File: src/rtl/currentmirror_seq.sv
// currentmirror_seq
//   Power-up sequencer for a multi-channel current mirror. Enables the
//   reference leg, lets it settle, checks the leg status, then ramps each
//   output channel's leg count one LSB at a time toward its target code.
//   Any later loss of leg regulation forces the sticky FAULT state.
//
// Ports
//   clk                  in   sole clock, rising edge
//   rst                  in   asynchronous active-high reset
//   enable_currentmirror in   block enable (synchronous)
//   ten                  in   test mode: 1-cycle settle, ramp step every cycle
//   gain_cfg             in   target leg count, channel k at [k*GBITS +: GBITS]
//   pok, nok             in   raw asynchronous leg status, 1 = in regulation
//   en, enb              out  reference-leg enable and its complement
//   gain_cur             out  applied leg count, same packing as gain_cfg
//   ok_currentmirror     out  mirror up and valid
//   fault                out  sticky fault flag
//   state                out  FSM state encoding
//
// state    | meaning
// ---------+-------------------------------------------------------------
// OFF      | leg disabled, all channels at 0
// REF_ON   | leg enabled, one cycle to arm the settle counter
// SETTLE   | waiting for the leg to settle, channels held at 0
// RAMP     | stepping channels toward gain_cfg
// ON       | all channels matched once; keeps tracking gain_cfg changes
// FAULT    | leg lost regulation; everything off until enable drops

module currentmirror_seq #(
  parameter int NCH        = 4,
  parameter int GBITS      = 4,
  parameter int SETTLE_CYC = 64,
  parameter int DEB_CYC    = 8,
  parameter int RAMP_DIV   = 4
) (
  input  logic                 clk,
  input  logic                 rst,
  input  logic                 enable_currentmirror,
  input  logic                 ten,
  input  logic [NCH*GBITS-1:0] gain_cfg,
  input  logic                 pok,
  input  logic                 nok,
  output logic                 en,
  output logic                 enb,
  output logic [NCH*GBITS-1:0] gain_cur,
  output logic                 ok_currentmirror,
  output logic                 fault,
  output logic [2:0]           state
);

  typedef enum logic [2:0] {
    S_OFF    = 3'd0,
    S_REF_ON = 3'd1,
    S_SETTLE = 3'd2,
    S_RAMP   = 3'd3,
    S_ON     = 3'd4,
    S_FAULT  = 3'd5
  } state_t;

  localparam int DW = $clog2(DEB_CYC + 1);
  localparam int SW = $clog2(SETTLE_CYC + 1);
  localparam int RW = $clog2(RAMP_DIV + 1);

  localparam logic [DW-1:0] DEB_LAST    = DW'(DEB_CYC - 1);
  localparam logic [SW-1:0] SETTLE_LAST = SW'(SETTLE_CYC - 1);
  localparam logic [RW-1:0] DIV_LAST    = RW'(RAMP_DIV - 1);

  // ---------------------------------------------------------------------
  // Status synchronizers and debouncers; bit 0 = pok, bit 1 = nok
  // ---------------------------------------------------------------------
  logic [1:0]          w_raw;
  logic [1:0]          r_sync1;
  logic [1:0]          r_sync2;
  logic [1:0]          r_db;
  logic [1:0][DW-1:0]  r_deb_cnt;
  logic                w_refs_ok;

  assign w_raw     = {nok, pok};
  assign w_refs_ok = &r_db;

  always_ff @(posedge clk or posedge rst) begin
    if (rst) begin
      r_sync1   <= '0;
      r_sync2   <= '0;
      r_db      <= '0;
      r_deb_cnt <= '0;
    end else begin
      r_sync1 <= w_raw;
      r_sync2 <= r_sync1;
      for (int i = 0; i < 2; i++) begin
        // The count only advances while the synchronized value disagrees
        // with the debounced one; any agreement restarts the window.
        if (r_sync2[i] == r_db[i]) begin
          r_deb_cnt[i] <= '0;
        end else if (r_deb_cnt[i] == DEB_LAST) begin
          r_db[i]      <= r_sync2[i];
          r_deb_cnt[i] <= '0;
        end else begin
          r_deb_cnt[i] <= r_deb_cnt[i] + DW'(1);
        end
      end
    end
  end

  // ---------------------------------------------------------------------
  // Per-channel one-step-toward-target value
  // ---------------------------------------------------------------------
  logic [NCH*GBITS-1:0] r_gain;
  logic [NCH*GBITS-1:0] w_stepped;
  logic                 w_match;

  assign w_match = (r_gain == gain_cfg);

  for (genvar k = 0; k < NCH; k++) begin : g_step
    logic [GBITS-1:0] w_cur;
    logic [GBITS-1:0] w_tgt;
    assign w_cur = r_gain[k*GBITS +: GBITS];
    assign w_tgt = gain_cfg[k*GBITS +: GBITS];
    assign w_stepped[k*GBITS +: GBITS] = (w_cur < w_tgt) ? w_cur + GBITS'(1) :
                                         (w_cur > w_tgt) ? w_cur - GBITS'(1) :
                                                           w_cur;
  end

  // ---------------------------------------------------------------------
  // FSM
  // ---------------------------------------------------------------------
  state_t               r_state;
  state_t               w_nxt_state;
  logic [SW-1:0]        r_settle;
  logic [SW-1:0]        w_nxt_settle;
  logic [RW-1:0]        r_div;
  logic [RW-1:0]        w_nxt_div;
  logic [NCH*GBITS-1:0] w_nxt_gain;
  logic                 r_en;
  logic                 r_ok;
  logic                 r_fault;

  always_comb begin
    w_nxt_state  = r_state;
    w_nxt_settle = r_settle;
    w_nxt_div    = '0;
    w_nxt_gain   = '0;

    case (r_state)
      S_OFF: begin
        if (enable_currentmirror) w_nxt_state = S_REF_ON;
      end
      S_REF_ON: begin
        w_nxt_settle = '0;
        w_nxt_state  = S_SETTLE;
      end
      S_SETTLE: begin
        if (ten || (r_settle == SETTLE_LAST)) begin
          w_nxt_state = w_refs_ok ? S_RAMP : S_FAULT;
        end else begin
          w_nxt_settle = r_settle + SW'(1);
        end
      end
      S_RAMP, S_ON: begin
        if (!w_refs_ok) begin
          w_nxt_state = S_FAULT;
        end else begin
          w_nxt_gain = r_gain;
          // The match is judged on the registered count, so ON follows
          // the cycle in which every channel already sits on its target.
          if ((r_state == S_RAMP) && w_match) w_nxt_state = S_ON;
          if (ten || (r_div == DIV_LAST)) begin
            w_nxt_gain = w_stepped;
          end else begin
            w_nxt_div = r_div + RW'(1);
          end
        end
      end
      S_FAULT: begin
        w_nxt_state = S_FAULT;
      end
      default: begin
        w_nxt_state = S_OFF;
      end
    endcase

    // Disable wins over everything else, including fault detection.
    if (!enable_currentmirror) begin
      w_nxt_state = S_OFF;
      w_nxt_gain  = '0;
      w_nxt_div   = '0;
    end
  end

  always_ff @(posedge clk or posedge rst) begin
    if (rst) begin
      r_state  <= S_OFF;
      r_settle <= '0;
      r_div    <= '0;
      r_gain   <= '0;
      r_en     <= 1'b0;
      r_ok     <= 1'b0;
      r_fault  <= 1'b0;
    end else begin
      r_state  <= w_nxt_state;
      r_settle <= w_nxt_settle;
      r_div    <= w_nxt_div;
      r_gain   <= w_nxt_gain;
      r_en     <= (w_nxt_state == S_REF_ON) || (w_nxt_state == S_SETTLE) ||
                  (w_nxt_state == S_RAMP)   || (w_nxt_state == S_ON);
      r_ok     <= (w_nxt_state == S_ON);
      r_fault  <= (w_nxt_state == S_FAULT);
    end
  end

  assign state            = r_state;
  assign en               = r_en;
  assign enb              = ~r_en;
  assign gain_cur         = r_gain;
  assign ok_currentmirror = r_ok;
  assign fault            = r_fault;

endmodule

File: config.mk
export PLATFORM = sky130hd
export DESIGN_NAME = currentmirror_seq
export DESIGN_NICKNAME = d
export VERILOG_FILES = /design/src/rtl/currentmirror_seq.sv
export SDC_FILE = /design/constraint.sdc
export NUM_CORES = 1
export LEC_CHECK = 0
export BUFFER_PORTS_ARGS = -buffer_cell sky130_fd_sc_hd__clkbuf_2
export CORE_MARGIN = 8
export CORE_UTILIZATION = 60
export DETAILED_ROUTE_END_ITERATION = 8
export PLACE_DENSITY_LB_ADDON = 0.05
export SLEW_MARGIN = 20
export SYNTH_ARGS = -nofsm -noshare
export SYNTH_HDL_FRONTEND = slang
export SYNTH_SLANG_ARGS = --single-unit
File: constraint.sdc
create_clock -name clk -period 3.7 [get_ports clk]
set_clock_uncertainty 0.2 [all_clocks]
set_input_delay 0 -clock clk [delete_from_list [all_inputs] [get_ports clk]]
set_output_delay 0 -clock clk [all_outputs]
set_load 0.005 [all_outputs]
**Word level (Yosys, flattened, before mapping)**

Index checks and enable logic that the tools add are counted.

- Bits in registers: 46
- Input bits: 22
- Output and inout bits: 23

- Add/sub/neg operators: 12
- $lt $le $gt $ge: 8
- Equal/unequal tests: 23
- Muxes and demuxes: 28
- Bitwise logic cells: 3
- Reduce and logical (&&, ||, !) cells: 17

Operators by type and width:

| cell | number |
|---|---|
| $mux 16 | 4 |
| $mux 4 | 12 |
| $mux 3 | 9 |
| $add 4x1->4 const B | 6 |
| $ne 5x5->1 const B | 4 |
| $eq 16x16->1 | 1 |
| $gt 4x4->1 | 4 |
| $lt 4x4->1 | 4 |
| $reduce_and 2->1 | 8 |
| $sub 4x1->4 const B | 4 |
| $eq 3x2->1 const B | 5 |
| $pmux 3 s5 | 1 |
| $pmux 7 s2 | 1 |
| $eq 3x3->1 const B | 4 |
| $eq 4x3->1 const B | 2 |
| $add 7x1->7 const B | 1 |
| $eq 7x6->1 const B | 1 |
| $mux 7 | 1 |
| $eq 3x1->1 const B | 2 |
| $logic_or 1x1->1 | 5 |
| $ne 4x4->1 const B | 1 |
| $add 3x1->3 const B | 1 |
| $logic_not 3->1 | 1 |
| $not 1->1 | 3 |
| 5 further kinds | 6 |

**Logic depth before layout (Yosys ltp)**

- Depth in word-level cells: 10
- Gate-level depth with buffers: 11
- Gate-level depth less buffers: 11

**Least setup slack after synthesis**

OpenSTA, ideal clock, no wires.

- Path type: flip-flop to flip-flop
- Start: reg r_gain[9], in the netlist gain_cur[9]
- End: reg r_gain[11], in the netlist gain_cur[11]
- Setup time: 128 ps
- Data arrival time: 2153 ps
- Data required time: 3372 ps
- Setup slack: 1218 ps
- Cell stages (with the launch flop): 11
- Buffers on the path: 0
- Cells stage by stage: dfrtp_1 -> ha_1 -> or2b_1 -> a21o_1 -> nand2_1 -> ha_1 -> a21oi_1 -> nand2_1 -> a211oi_1 -> a41oi_1 -> mux2i_1

- Cells in the longest elaborated chain, start to end: 7
- Elaborated cells on any way between the ends: 12
- Classes of those cells: add/sub: 2; order compare: 2; eq/ne: 1; mux: 6; reduce/logical: 1

RTL lines:

| what | line | RTL |
|---|---|---|
| start: declaration | 108 | `logic [NCH*GBITS-1:0] r_gain;` |
| start signal: assignment | 203 | `r_gain <= w_nxt_gain;` |
| $sub 4x1->4 | 120 | `(w_cur > w_tgt) ? w_cur - GBITS'(1) :` |
| $mux 4 | 120 |  |
| $mux 4 | 119 | `assign w_stepped[k*GBITS +: GBITS] = (w_cur < w_tgt) ? w_cur + GBITS'(1) :` |
| $mux 16 | 167 | `if (ten \|\| (r_div == DIV_LAST)) begin` |
| $mux 16 | 160 | `if (!w_refs_ok) begin` |
| $mux 16 | 144 | `case (r_state)` |
| $mux 16 | 183 | `if (!enable_currentmirror) begin` |

Parallel ways exist; a longest one is shown, timed or not. The select of a mux whose other input is x is not followed.
A chain may end at the register's enable or synchronous reset.

**Final worst setup path**

Same ends and word-level chain as after synthesis.

==> flow_metrics.py <==
metrics = {
    "placed_design": {
        "dp_hpwl_mm": 4.50,
        "gp_congestion": 0.845,
        "place_ws_ns": 1.04,
        "io_buffers": 44,
    },
    "power": {
        "leakagePower_nw": 1.74,
        "ir_drop_mv": 0.197,
        "p_per_area_nw_per_um2": 391,
        "p_total_w": 0.00133,
    },
    "setup_path": {
        "cp-end-kind": "flop",
        "max_stage_delay_ns": 0.45,
        "crit_arrival_ns": 2.79,
        "path_cells": "ha_1, or2b_1, a21o_1, nand2_1, ha_1, a21oi_1, nand2_1, a211oi_1, a41oi_1, mux2i_1",
        "required_ns": 3.68,
        "crit_path_top_delay_cell": "dfrtp_1",
        "worstSetupPathType": "flop to flop",
        "cp-start-kind": "flop",
        "crit_fanout": 5,
        "reg2regPathDepth": 10,
    },
    "logic_synthesis": {
        "avgSynthCellArea_um2": 9.33,
        "yosysWarnings": 0,
        "ys_ff_latch": 46,
        "synth_nets": 371,
        "ys_types": 51,
        "synth_top_cell_by_area": "dfrtp_1",
        "yosys-top-cells-count": "46 x dfrtp_1, 41 x nand2_1, 30 x nor2_1, 29 x ha_1, 27 x inv_1",
        "synth_area_um2": 2950,
        "synth_cells": 316,
        "synthTopCellsByArea": "dfrtp_1 39%, ha_1 12%, nand2_1 5.2%",
        "async_reset_ff_frac": 1.00,
        "synth_ff_type": "dfrtp_1",
        "synth_top_area_frac": 0.390,
        "synth_most_common_cell": "dfrtp_1",
        "ys_seq_area_frac": 0.390,
        "synth_edf_count": 0,
    },
    "global_route": {
        "grt_antenna_before_repair": 0,
        "grt_max_degree": 47,
        "grt_pass1_wl_mm": 10.5,
        "globalRouteOverflowTotal": 0,
        "grt_pass1_vias": 2393,
        "track_usage": 0.173,
    },
    "layout": {
        "post-route-util": 0.721,
        "drive_gt1_frac": 0.175,
        "fill_cells": 358,
        "diodes": 0,
        "area_growth_pct": 15.5,
        "layout.nets": 420,
    },
    "timing": {
        "worst_pin_slew_ns": 0.962,
        "drv_slew": 0,
        "fin_ws_ns": 0.890,
        "setup_viol": 0,
        "slew_headroom": 0.358,
        "post-route-period-util": 0.759,
        "fmax_ghz": 0.356,
        "rsz0062_at_grt": "no",
        "setup-tns-final_ns": 0,
        "hold_viol": 0,
        "period_needed_ns": 2.81,
    },
    "floorplanning": {
        "rows": 25,
        "die_h_um": 86.1,
        "die-area_um2": 7410,
        "dieWidth_um": 86.1,
        "ios": 45,
        "core_area_um2": 4720,
        "start_util": 0.624,
    },
    "route": {
        "vias": 2389,
        "drt_iter0_drc": 82,
        "antenna_left": 0,
        "wl_mm": 6.03,
        "vias_per_cell": 5.52,
        "drt_first_pass_iters": 4,
        "wire_per_inst_um": 13.9,
        "route.detailed.drc": 0,
    },
    "clock_network": {
        "cts_tree": "done",
        "post-cts-setup-buffer-count": 0,
        "cts.hold.buffers_added": 5,
        "cts.reportedPaths.clkPinSlew_ns": 0.10,
        "htreeDepth": 2,
        "clk_latency_ns": 0.30,
        "cts-resized-gates": 0,
        "clk_path_buf_depth": 2,
        "cts_buffers": 5,
        "clock-root-buffer": "clkbuf_8",
        "cts.sinks": 46,
    },
    "min_path": {
        "hp-class": "input pin to flop",
        "hold_depth": 2,
    },
    "outcome": {
        "status": "finished clean",
    },
    "run": {
        "maxCapViolCount": 0,
    },
}
## placed cells by master, fill, tap and decap left out, types with 2 or more instances in the layout
cell type      count
nand4_1            5
nand2_1           41
fa_1               4
or2_1              2
o21ai_1            7
nand2b_1           7
a211oi_1           9
nor3_1             7
xnor2_1           12
mux2_2             2
a41oi_1            4
nor2b_1            3
clkbuf_8           5
dfrtp_1           46
mux2i_1            4
dlygate4sd3_1      5
a21o_1             5
ha_1              29
inv_1             26
nor2_1            30
nand3_1           11
bufinv_16          2
clkbuf_2          44
o21ai_0            4
a311oi_1           4
a21oi_1           16
and3_1             2
xor2_1             4
## state kept, by name (all words and copies together) (netlist names)
name and count:
fault 1, r_db 2, r_settle 7, r_div 3, en 1, state 3
r_sync1 2, r_deb_cnt 8, ok_currentmirror 1, r_sync2 2, gain_cur 16
## area by class of cell
cell class	count	area, µm²	area share
Clock buffer	5	68.8	0.0202
Clock inverter	3	68.8	0.0202
Inverter	27	101	0.0298
Multi-Input combinational cell	236	1660	0.488
Sequential cell	46	1150	0.338
Tap cell	67	83.8	0.0246
Timing Repair Buffer	49	270	0.0794
## worst paths after layout
path                              from  slack, ns           end
max                        gain_cur[9]       0.89  gain_cur[11]
min                                pok       0.16    r_sync1[0]
max reg2reg                gain_cur[9]       0.89  gain_cur[11]
min reg2reg                 r_sync1[0]       0.16    r_sync2[0]
max in group asynchronous          rst       2.43   gain_cur[6]
min in group asynchronous          rst       0.27  gain_cur[14]
## metal layers
| layer | part of all wire | track usage | vias to the layer above |
|---|---|---|---|
| met1 | 0.43 | 0.193 | 1135 |
| met5 | 0 | 0 | - |
| met3 | 0.046 | 0.0392 | 6 |
| li1 | - | - | 1199 |
| met4 | 0.013 | 0.0732 | 0 |
| met2 | 0.51 | 0.307 | 49 |
## worst max-delay path, delay by kind of cell, from the launching register on
kind                       cells  cell delay, ns
AOI/OAI and AO/OA              4            0.78
adders and majority gates      2            0.61
DFF                            1            0.45
muxes                          1            0.15
and+or+nand+nor                3            0.47
## logic make-up (layout without fill, tap and decap cells)
logic type                 count (synthesis)  in the layout  synth area share
muxes                                      6              6            0.0212
buffers and inverters                     34             84            0.0462
DFF                                       46             46             0.390
adders and majority gates                 33             33             0.150
and+or+nand+nor                          119            119             0.193
AOI/OAI and AO/OA                         62             62             0.151
xor gates and xnor gates                  16             16            0.0475
## stage by stage
step                cell area [µm²]  cells  hold slack, ns
global route                   3410    433           0.159
floorplan                      2950    316          -0.169
global placement               3220    420         -0.0917
detailed placement             3220    420         -0.0903
CTS                            3410    433           0.133
finish                         3410    433           0.155
## where the power goes
group	internal [W]	switching (W)	leakage (nW)	total, W
Combinational	0.000122	0.000134	1.05	0.000256
Clock	0.000271	0.000175	0.0683	0.000446
Sequential	0.000557	0.0000735	0.622	0.000630
Total	0.000950	0.000383	1.74	0.00133
No activity file was read; power rests on OpenSTA's default activity.
